## config.mk

```make
export PLATFORM = sky130hd
export DESIGN_NAME = dcm_lock_supervisor
export DESIGN_NICKNAME = d
export VERILOG_FILES = /design/src/rtl/dcm_lock_supervisor.sv
export SDC_FILE = /design/constraint.sdc
export NUM_CORES = 1
export LEC_CHECK = 0
export BUFFER_PORTS_ARGS = -buffer_cell sky130_fd_sc_hd__clkbuf_2
export CAP_MARGIN = 10
export CORE_UTILIZATION = 35
export DETAILED_ROUTE_END_ITERATION = 8
export PLACE_DENSITY_LB_ADDON = 0.15
export SLEW_MARGIN = 25
export SYNTH_ARGS = -nofsm -noshare
export SYNTH_HDL_FRONTEND = slang
export SYNTH_SLANG_ARGS = --single-unit
```

## constraint.sdc

```tcl
create_clock -name xclk -period 2 [get_ports xclk]
set_input_delay 0.2 -clock xclk [delete_from_list [all_inputs] [get_ports xclk]]
set_output_delay 0.2 -clock xclk [all_outputs]
set_load 0.01 [all_outputs]
```

## src/rtl/dcm_lock_supervisor.sv

```systemverilog
// dcm_lock_supervisor: sequences the DCM_SP reset, retries failed locks and
// holds clk_ready low until LOCKED has been stable for STABLE_CYCLES.
module dcm_lock_supervisor #(
    parameter int RST_CYCLES    = 30,
    parameter int LOCK_TIMEOUT  = 4095,
    parameter int STABLE_CYCLES = 16,
    parameter int MAX_RETRIES   = 7
) (
    input  logic       xclk,
    input  logic       cpld_reset,
    input  logic       i_sw_reset_req,
    input  logic       i_dcm_locked,
    input  logic       i_dcm_clkin_stop,
    output logic       o_dcm_rst,
    output logic       o_clk_ready,
    output logic       o_lock_fail,
    output logic [3:0] o_retry_count,
    output logic [7:0] o_lost_lock_count,
    output logic [2:0] o_state
);
    typedef enum logic [2:0] {
        RESET     = 3'd0,
        WAIT_LOCK = 3'd1,
        STABLE    = 3'd2,
        RUN       = 3'd3,
        FAIL      = 3'd4
    } state_t;

    state_t      r_state;
    logic [11:0] r_timer;
    logic        r_lock_meta, r_locked_s, r_stop_meta, r_stop_s, r_sw_d;
    logic        r_dcm_rst, r_clk_ready, r_lock_fail;
    logic [3:0]  r_retry_count;
    logic [7:0]  r_lost_lock_count;
    logic        w_sw_req;

    assign w_sw_req          = i_sw_reset_req & ~r_sw_d;
    assign o_dcm_rst         = r_dcm_rst;
    assign o_clk_ready       = r_clk_ready;
    assign o_lock_fail       = r_lock_fail;
    assign o_retry_count     = r_retry_count;
    assign o_lost_lock_count = r_lost_lock_count;
    assign o_state           = r_state;

    always_ff @(posedge xclk or negedge cpld_reset) begin
        if (!cpld_reset) begin
            r_lock_meta <= 1'b0;
            r_locked_s  <= 1'b0;
            r_stop_meta <= 1'b0;
            r_stop_s    <= 1'b0;
            r_sw_d      <= 1'b0;
        end else begin
            r_lock_meta <= i_dcm_locked;
            r_locked_s  <= r_lock_meta;
            r_stop_meta <= i_dcm_clkin_stop;
            r_stop_s    <= r_stop_meta;
            r_sw_d      <= i_sw_reset_req;
        end
    end

    // A software request outranks every other transition, including a lock loss seen on the same edge.
    always_ff @(posedge xclk or negedge cpld_reset) begin
        if (!cpld_reset) begin
            r_state           <= RESET;
            r_timer           <= '0;
            r_dcm_rst         <= 1'b1;
            r_clk_ready       <= 1'b0;
            r_lock_fail       <= 1'b0;
            r_retry_count     <= '0;
            r_lost_lock_count <= '0;
        end else if (w_sw_req) begin
            r_state       <= RESET;
            r_timer       <= '0;
            r_dcm_rst     <= 1'b1;
            r_clk_ready   <= 1'b0;
            r_lock_fail   <= 1'b0;
            r_retry_count <= '0;
        end else begin
            case (r_state)
                RESET: begin
                    if (r_timer == 12'(RST_CYCLES - 1)) begin
                        r_state   <= WAIT_LOCK;
                        r_timer   <= '0;
                        r_dcm_rst <= 1'b0;
                    end else
                        r_timer <= r_timer + 12'd1;
                end
                WAIT_LOCK: begin
                    if (r_locked_s) begin
                        r_state <= STABLE;
                        r_timer <= '0;
                    end else if (r_timer == 12'(LOCK_TIMEOUT - 1)) begin
                        r_timer   <= '0;
                        r_dcm_rst <= 1'b1;
                        if (r_retry_count == 4'(MAX_RETRIES)) begin
                            r_state     <= FAIL;
                            r_lock_fail <= 1'b1;
                        end else begin
                            r_state       <= RESET;
                            r_retry_count <= r_retry_count + 4'd1;
                        end
                    end else
                        r_timer <= r_timer + 12'd1;
                end
                STABLE: begin
                    if (!r_locked_s) begin
                        r_state <= WAIT_LOCK;
                        r_timer <= '0;
                    end else if (r_timer == 12'(STABLE_CYCLES - 1)) begin
                        r_state     <= RUN;
                        r_timer     <= '0;
                        r_clk_ready <= 1'b1;
                    end else
                        r_timer <= r_timer + 12'd1;
                end
                RUN: begin
                    if (!r_locked_s || r_stop_s) begin
                        r_state           <= RESET;
                        r_timer           <= '0;
                        r_dcm_rst         <= 1'b1;
                        r_clk_ready       <= 1'b0;
                        r_lost_lock_count <= r_lost_lock_count + {7'd0, r_lost_lock_count != 8'hff};
                    end
                end
                FAIL: begin
                end
                default: begin
                    r_state     <= RESET;
                    r_timer     <= '0;
                    r_dcm_rst   <= 1'b1;
                    r_clk_ready <= 1'b0;
                end
            endcase
        end
    end
endmodule

```

**After elaboration in Yosys (flattened, before gate mapping)**

Index checks and enable logic that the tools add are counted.

- Register bits after elaboration: 35
- Output and inout port bits: 18
- Logic and storage cells: 93

- Add/subtract/negate cells: 3
- Equal/unequal tests: 22
- Mux-type cells: 38
- Bitwise operators: 3
- Reduce and logical (&&, ||, !) cells: 15

Operators with widths:

| operator | count |
|---|---|
| 12-bit two-way mux | 7 |
| 12-bit one-hot mux with 5 select lines | 1 |
| 3-bit two-way mux | 8 |
| 4-bit two-way mux | 5 |
| 3-bit inequality test (second input constant) | 6 |
| 3-bit one-hot mux with 5 select lines | 1 |
| 1-bit two-way mux | 14 |
| 12-bit by 1-bit adder with 12-bit output (second input constant) | 1 |
| 12-bit == test (second input constant) | 1 |
| 12-bit by 4-bit == test with 1-bit output (second input constant) | 1 |
| 12-bit by 5-bit == test with 1-bit output (second input constant) | 1 |
| 4-bit AND reduction | 3 |
| 5-bit AND reduction | 2 |
| 8-bit by 1-bit adder with 8-bit output | 1 |
| 4-bit inequality test (second input constant) | 2 |
| 8-bit inequality test (second input constant) | 1 |
| 3-bit by 2-bit == test with 1-bit output (second input constant) | 2 |
| 2-bit by 1-bit inequality test with 1-bit output (second input constant) | 3 |
| 2-bit nonzero test | 3 |
| 4-bit by 1-bit adder with 4-bit output (second input constant) | 1 |
| 4-bit by 3-bit == test with 1-bit output (second input constant) | 1 |
| 2-bit inequality test (second input constant) | 2 |
| 1-bit one-hot mux with 4 select lines | 1 |
| 3-bit by 1-bit == test with 1-bit output (second input constant) | 1 |
| 11 further kinds | 12 |

**Logic depth before layout (Yosys ltp)**

- Depth in word-level cells: 6
- Gate-level depth with buffers: 8
- Mapped depth without buffers: 7

**Least setup slack after synthesis**

Ideal clock, no wire load.

- Path kind: reg-to-reg
- From: reg r_timer[5]
- To: reg r_state[0] (netlist: o_state[0])
- Data arrival time: 1736 ps
- Data required time: 1872 ps
- Setup slack: 136 ps
- Cell stages (with the launch flop): 6
- Clock period less this slack: 1864 ps
- Path through: dfrtp_1 > nor4_1 > a41oi_1 > o21a_1 > nor3_2 > mux2_1

- Longest elaborated chain between the ends: 3
- Elaborated cells on any way between the ends: 7

RTL lines:

| what | line | RTL |
|---|---|---|
| from (decl) | 30 | `logic [11:0] r_timer;` |
| from (signal assigned) | 86 | `r_timer <= r_timer + 12'd1;` |
| from (signal assigned) | 103 | `r_timer <= r_timer + 12'd1;` |
| from (signal assigned) | 114 | `r_timer <= r_timer + 12'd1;` |
| 12-bit by 4-bit == test with 1-bit output, or another cell as far along | 109 | `end else if (r_timer == 12'(STABLE_CYCLES - 1)) begin` |
| 4-bit inequality test (no source line) or 3-bit inequality test (tied branches) | - |  |
| 5-bit AND reduction (no source line) * | - |  |
| to (signal assigned) | 107 | `r_state <= WAIT_LOCK;` |
| to (signal assigned) | 110 | `r_state <= RUN;` |
| to (signal assigned) | 118 | `r_state <= RESET;` |
| to (decl) | 29 | `state_t r_state;` |

Mark *: on every way between the ends. The rest lies on a longest branch, timed or not.
A chain may end at the register's enable or synchronous reset.

**Final worst setup path**

- From: reg r_state[1] (netlist: o_state[1])
- To: reg r_timer[6]

- Longest elaborated chain between the ends: 3
- Elaborated cells on any way between the ends: 10

RTL lines:

| what | line | RTL |
|---|---|---|
| from (signal assigned) | 64 | `r_state <= RESET;` |
| from (signal assigned) | 72 | `r_state <= RESET;` |
| from (signal assigned) | 82 | `r_state <= WAIT_LOCK;` |
| 3-bit == test, or another cell as far along | 79 | `case (r_state)` |
| 12-bit one-hot mux with 5 select lines, or another cell as far along | 79 |  |
| 12-bit two-way mux or 2-bit AND reduction (tied branches) | - |  |

Parallel ways exist; a longest one is shown, timed or not.

==> run summary <==
- **number of nets in the final layout** 252
- **fraction of final layout cells with drive strength greater than 1** 0.2893
- **Worst slew margin** 0.6062
- **buffer cell driving the clock tree root** clkbuf_8
- **min Tclk post-route** 1.876 ns
- **switching power** 832.1 uW
- **Chip Height** 75.16 um
- **count of final setup violators** 0
- **setup repair after global routing missed its margin** false
- **total count of max-transition violations in the final report** 0
- **highest clock rate** 0.5329 GHz
- **pin count of the biggest net entering global routing** 24
- **average size of a mapped cell** 9.655 sq um
- **xor/xnor share of the synthesized area** 0.04676
- **critical path start-end classification** reg -> reg
- **die outline area** 5648 sq um
- **number of DRC markers after the initial detailed-route iteration** 79
- **global-route wire length before repair** 6368 um
- **main flop type after synthesis** dfrtp_1
- **total area of multi-input combinational cells** 972.2 sq um
- **Hold Path Cell Cnt** 1
- **detailed-router iteration count before antenna repair** 4
- **Antenna Violating Nets Remaining** 0
- **total core area** 5140 sq um
- **drt via density** 5.061
- **power density over the cells** 984.6 nW/um^2
- **sequential area share after synthesis** 0.4683
- **sum of met3 wire segment lengths after detailed routing** 195 um
- **number of antenna violations at the first check in global routing** 0
- **TritonCTS clock tree** yes
- **buffer depth of the longest clock path** 2
- **run status** finished, final reports clean
- **H-tree depth** 2
- **Clk network pwr share** 0.236
- **# port buffers** 22
- **clock latency on the worst-skew pair** 0.29 ns
- **DRC Markers** 0
- **launch point of the worst reg-to-reg path** o_state[1]
- **Post-synth ARST share** 1.000
- **Max Used Layer** met4
- **crit path launch type** flip-flop
- **Peak VDD IR** 0.0004446 V
- **path depth of the worst reg2reg path** 7
- **count of filler cells inserted in the layout** 513
- **number of flops mapped to enable cells by yosys** 0
- **Met1 Wirelength** 2100 um
- **worst-path fanout max** 8
- **switching part of the total** 0.3572
- **# placed instances** 298
- **TritonCTS Buffers** 5
- **clock slew seen by the registers of the worst setup and hold paths** 0.08 ns
- **vias in the first global route** 1322
- **Least-Margin Pin Slew** 0.5852 ns
- **GPL Wtd Cong** 0.8179
- **number of cells in the finished layout apart from fillers** 312
- **Die Width** 75.16 um
- **Synth Area in Adders** 0.04008
- **Worst Skew** 0.01083 ns
- **number of antenna diodes** 0
- **I/O Pins** 23
- **TNS Setup** 0 ns
- **post-synthesis to final-layout area growth** 26.32%
- **routed wire length on met2** 1838 um
- **clock sink count** 35
- **mean routed wirelength per cell** 13.32 um
- **mux contribution to synthesized area** 0.02338
- **Post-Synthesis Net Count** 205
- **post-synthesis register bit count** 35
- **gate count of the mapped netlist** 194
- **combinational family with the most area after synthesis** simple AND/OR/NAND/NOR gates
- **type of element capturing the critical path** flip-flop
- **number of core rows** 26
- **Synth Cell Area** 1873 sq um
- **HPWL after detailed placement** 3012 um
- **number of vias after detailed routing** 1579
- **combinational fraction of design power** 0.359
- **post-layout total power** 2.330 mW
- **basic-gate share of the synthesized area counting and, or, nand and nor cells** 0.2685
- **Reg power frac** 0.404
- **Int Power** 1.497 mW
- **endpoint arrival time on the critical path** 2.08 ns
- **combined global-route utilization of all metal layers** 0.1522
- **startpoint of the tightest hold check path** i_dcm_locked
- **aggregate global routing overflow** 0
- **count of warnings emitted by yosys** 0
- **class of the tightest hold or removal check** in -> reg
- **fraction of the mapped netlist area in compound gates** 0.1236
- **final core utilization** 0.4603
- **total count of hold-check failures in the final report** 0
- **required time of the critical path** 2.20 ns
- **number of violations of the max-capacitance limit** 0
- **worst setup path start** o_state[1]
- **Period Utilization, post-route** 0.9382
- **Static Leakage** 1.132 nW
- **Sequential cell area** 878.3 sq um
- **wirelength, routed** 4155 um
- **starting density of the core** 0.3644
- **distinct cell type count of the synthesized netlist** 46
==> power groups by stage <==
stage          Combinational [mW]  Sequential [mW]  Clock [mW]
2_1_floorplan               0.456            0.932           0
3_3_place_gp                0.752            0.949           0
3_5_place_dp                0.747            0.948           0
4_1_cts                     0.751            0.937       0.574
5_1_grt                     0.924            0.960       0.603
6_report                    0.837            0.942       0.551
==> area by class of cell <==
class | instances | share of cell area
clock buffer | 6 | 0.03490
multi-input combinational | 146 | 0.4109
inverter | 6 | 0.009519
tap | 70 | 0.03702
sequential | 35 | 0.3712
clock inverter | 2 | 0.006875
timing repair buffer | 47 | 0.1296
==> placed cells by master, fill, tap and decap left out, types with 2 or more instances in the layout <==
| master | synthesis | layout |
|---|---|---|
| o21ai_0 | 6 | 5 |
| a21oi_1 | 2 | 2 |
| ha_1 | 6 | 5 |
| nand4_1 | 3 | 3 |
| nor3_1 | 4 | 3 |
| nor2b_1 | 6 | 6 |
| inv_1 | 6 | 5 |
| clkbuf_2 | 0 | 22 |
| dfrtp_1 | 34 | 33 |
| xnor2_1 | 6 | 6 |
| o211ai_1 | 4 | 4 |
| nand2_1 | 27 | 27 |
| nand2b_1 | 2 | 2 |
| nor4_1 | 3 | 2 |
| and4_1 | 2 | 2 |
| nor2_1 | 18 | 17 |
| a31oi_1 | 5 | 5 |
| dlygate4sd3_1 | 0 | 2 |
| clkbuf_8 | 0 | 6 |
| and3_1 | 5 | 5 |
| and2_1 | 2 | 2 |
| nand3_1 | 10 | 10 |
| mux2_2 | 2 | 2 |
| nor4b_2 | 2 | 2 |
| xor2_1 | 4 | 4 |
| o22ai_1 | 5 | 5 |
| or3_1 | 3 | 3 |
| buf_4 | 0 | 22 |
==> layer usage <==
| layer | GRT usage | vias to the layer above |
|---|---|---|
| li1 | - | 792 |
| met5 | 0 | - |
| met3 | 0.03614 | 2 |
| met1 | 0.2173 | 749 |
| met4 | 0.04938 | 0 |
| met2 | 0.2272 | 36 |
==> per-stage QoR <==
stage / hold WS, ns / cell area, sq um / setup slack, ns
floorplan: -0.09559 / 1873 / 0.1361
global placement: 0.1215 / 2181 / 0.07232
detailed placement: 0.1194 / 2181 / 0.07745
CTS: 0.006607 / 2290 / 0.03825
global route: 0.006359 / 2366 / 0.0008822
finish: 0.01822 / 2366 / 0.1236
==> synth_stat cells, types with 2 or more instances <==
cell / n / area share
a21oi_1: 2 / 0.0053
a31oi_1: 5 / 0.017
and2_1: 2 / 0.0067
and3_1: 5 / 0.017
and4_1: 2 / 0.0094
buf_2: 5 / 0.013
clkbuf_1: 2 / 0.0040
dfrtp_1: 34 / 0.45
ha_1: 6 / 0.040
inv_1: 6 / 0.012
mux2_2: 2 / 0.012
nand2_1: 27 / 0.054
nand2b_1: 2 / 0.0067
nand3_1: 10 / 0.027
nand4_1: 3 / 0.010
nor2_1: 18 / 0.036
nor2b_1: 6 / 0.020
nor3_1: 4 / 0.011
nor4_1: 3 / 0.010
nor4b_2: 2 / 0.016
o211ai_1: 4 / 0.016
o21ai_0: 6 / 0.016
o22ai_1: 5 / 0.017
or3_1: 3 / 0.010
xnor2_1: 6 / 0.028
xor2_1: 4 / 0.019
==> path summary, 6_finish.rpt <==
path / end / slack [ns]
min in group asynchronous: r_timer[6] / 0.36
max in group asynchronous: o_dcm_rst / 0.96
hold reg to reg: r_stop_s / 0.35
hold / removal: r_lock_meta / 0.02
setup reg to reg: r_timer[6] / 0.12
setup / recovery: r_timer[6] / 0.12
==> state kept, by name, indices dropped and copies added, names as in the netlist <==
register and count:
r_timer 12, o_lost_lock_count 8, o_retry_count 4, o_state 3, o_clk_ready 1, o_dcm_rst 1
o_lock_fail 1, r_lock_meta 1, r_locked_s 1, r_stop_meta 1, r_stop_s 1, r_sw_d 1
==> logic make-up after synthesis <==
group,count (synthesis)
AO/OA/AOI/OAI,33
XOR/XNOR,10
adder cells (fa/ha/maj),6
buffers and inverters,13
flip-flops,35
multiplexers,4
AND/OR/NAND/NOR,93
==> critical path, stage by stage (launching register included) <==
cell and delay (ns):
dfrtp_1 0.48, nor4b_2 0.32, nand2_1 0.18, o22ai_4 0.28, buf_6 0.17, nor2_1 0.05
buf_4 0.15, o211ai_1 0.18
==> timing repair <==
item	4_1_cts	5_1_grt
hold buffers	1	1
endpoints found under the hold margin	12	1
resized for setup	0	11
endpoints found under the setup margin	0	11
buffers inserted	0	4
Power figures use the tool's default switching activity.
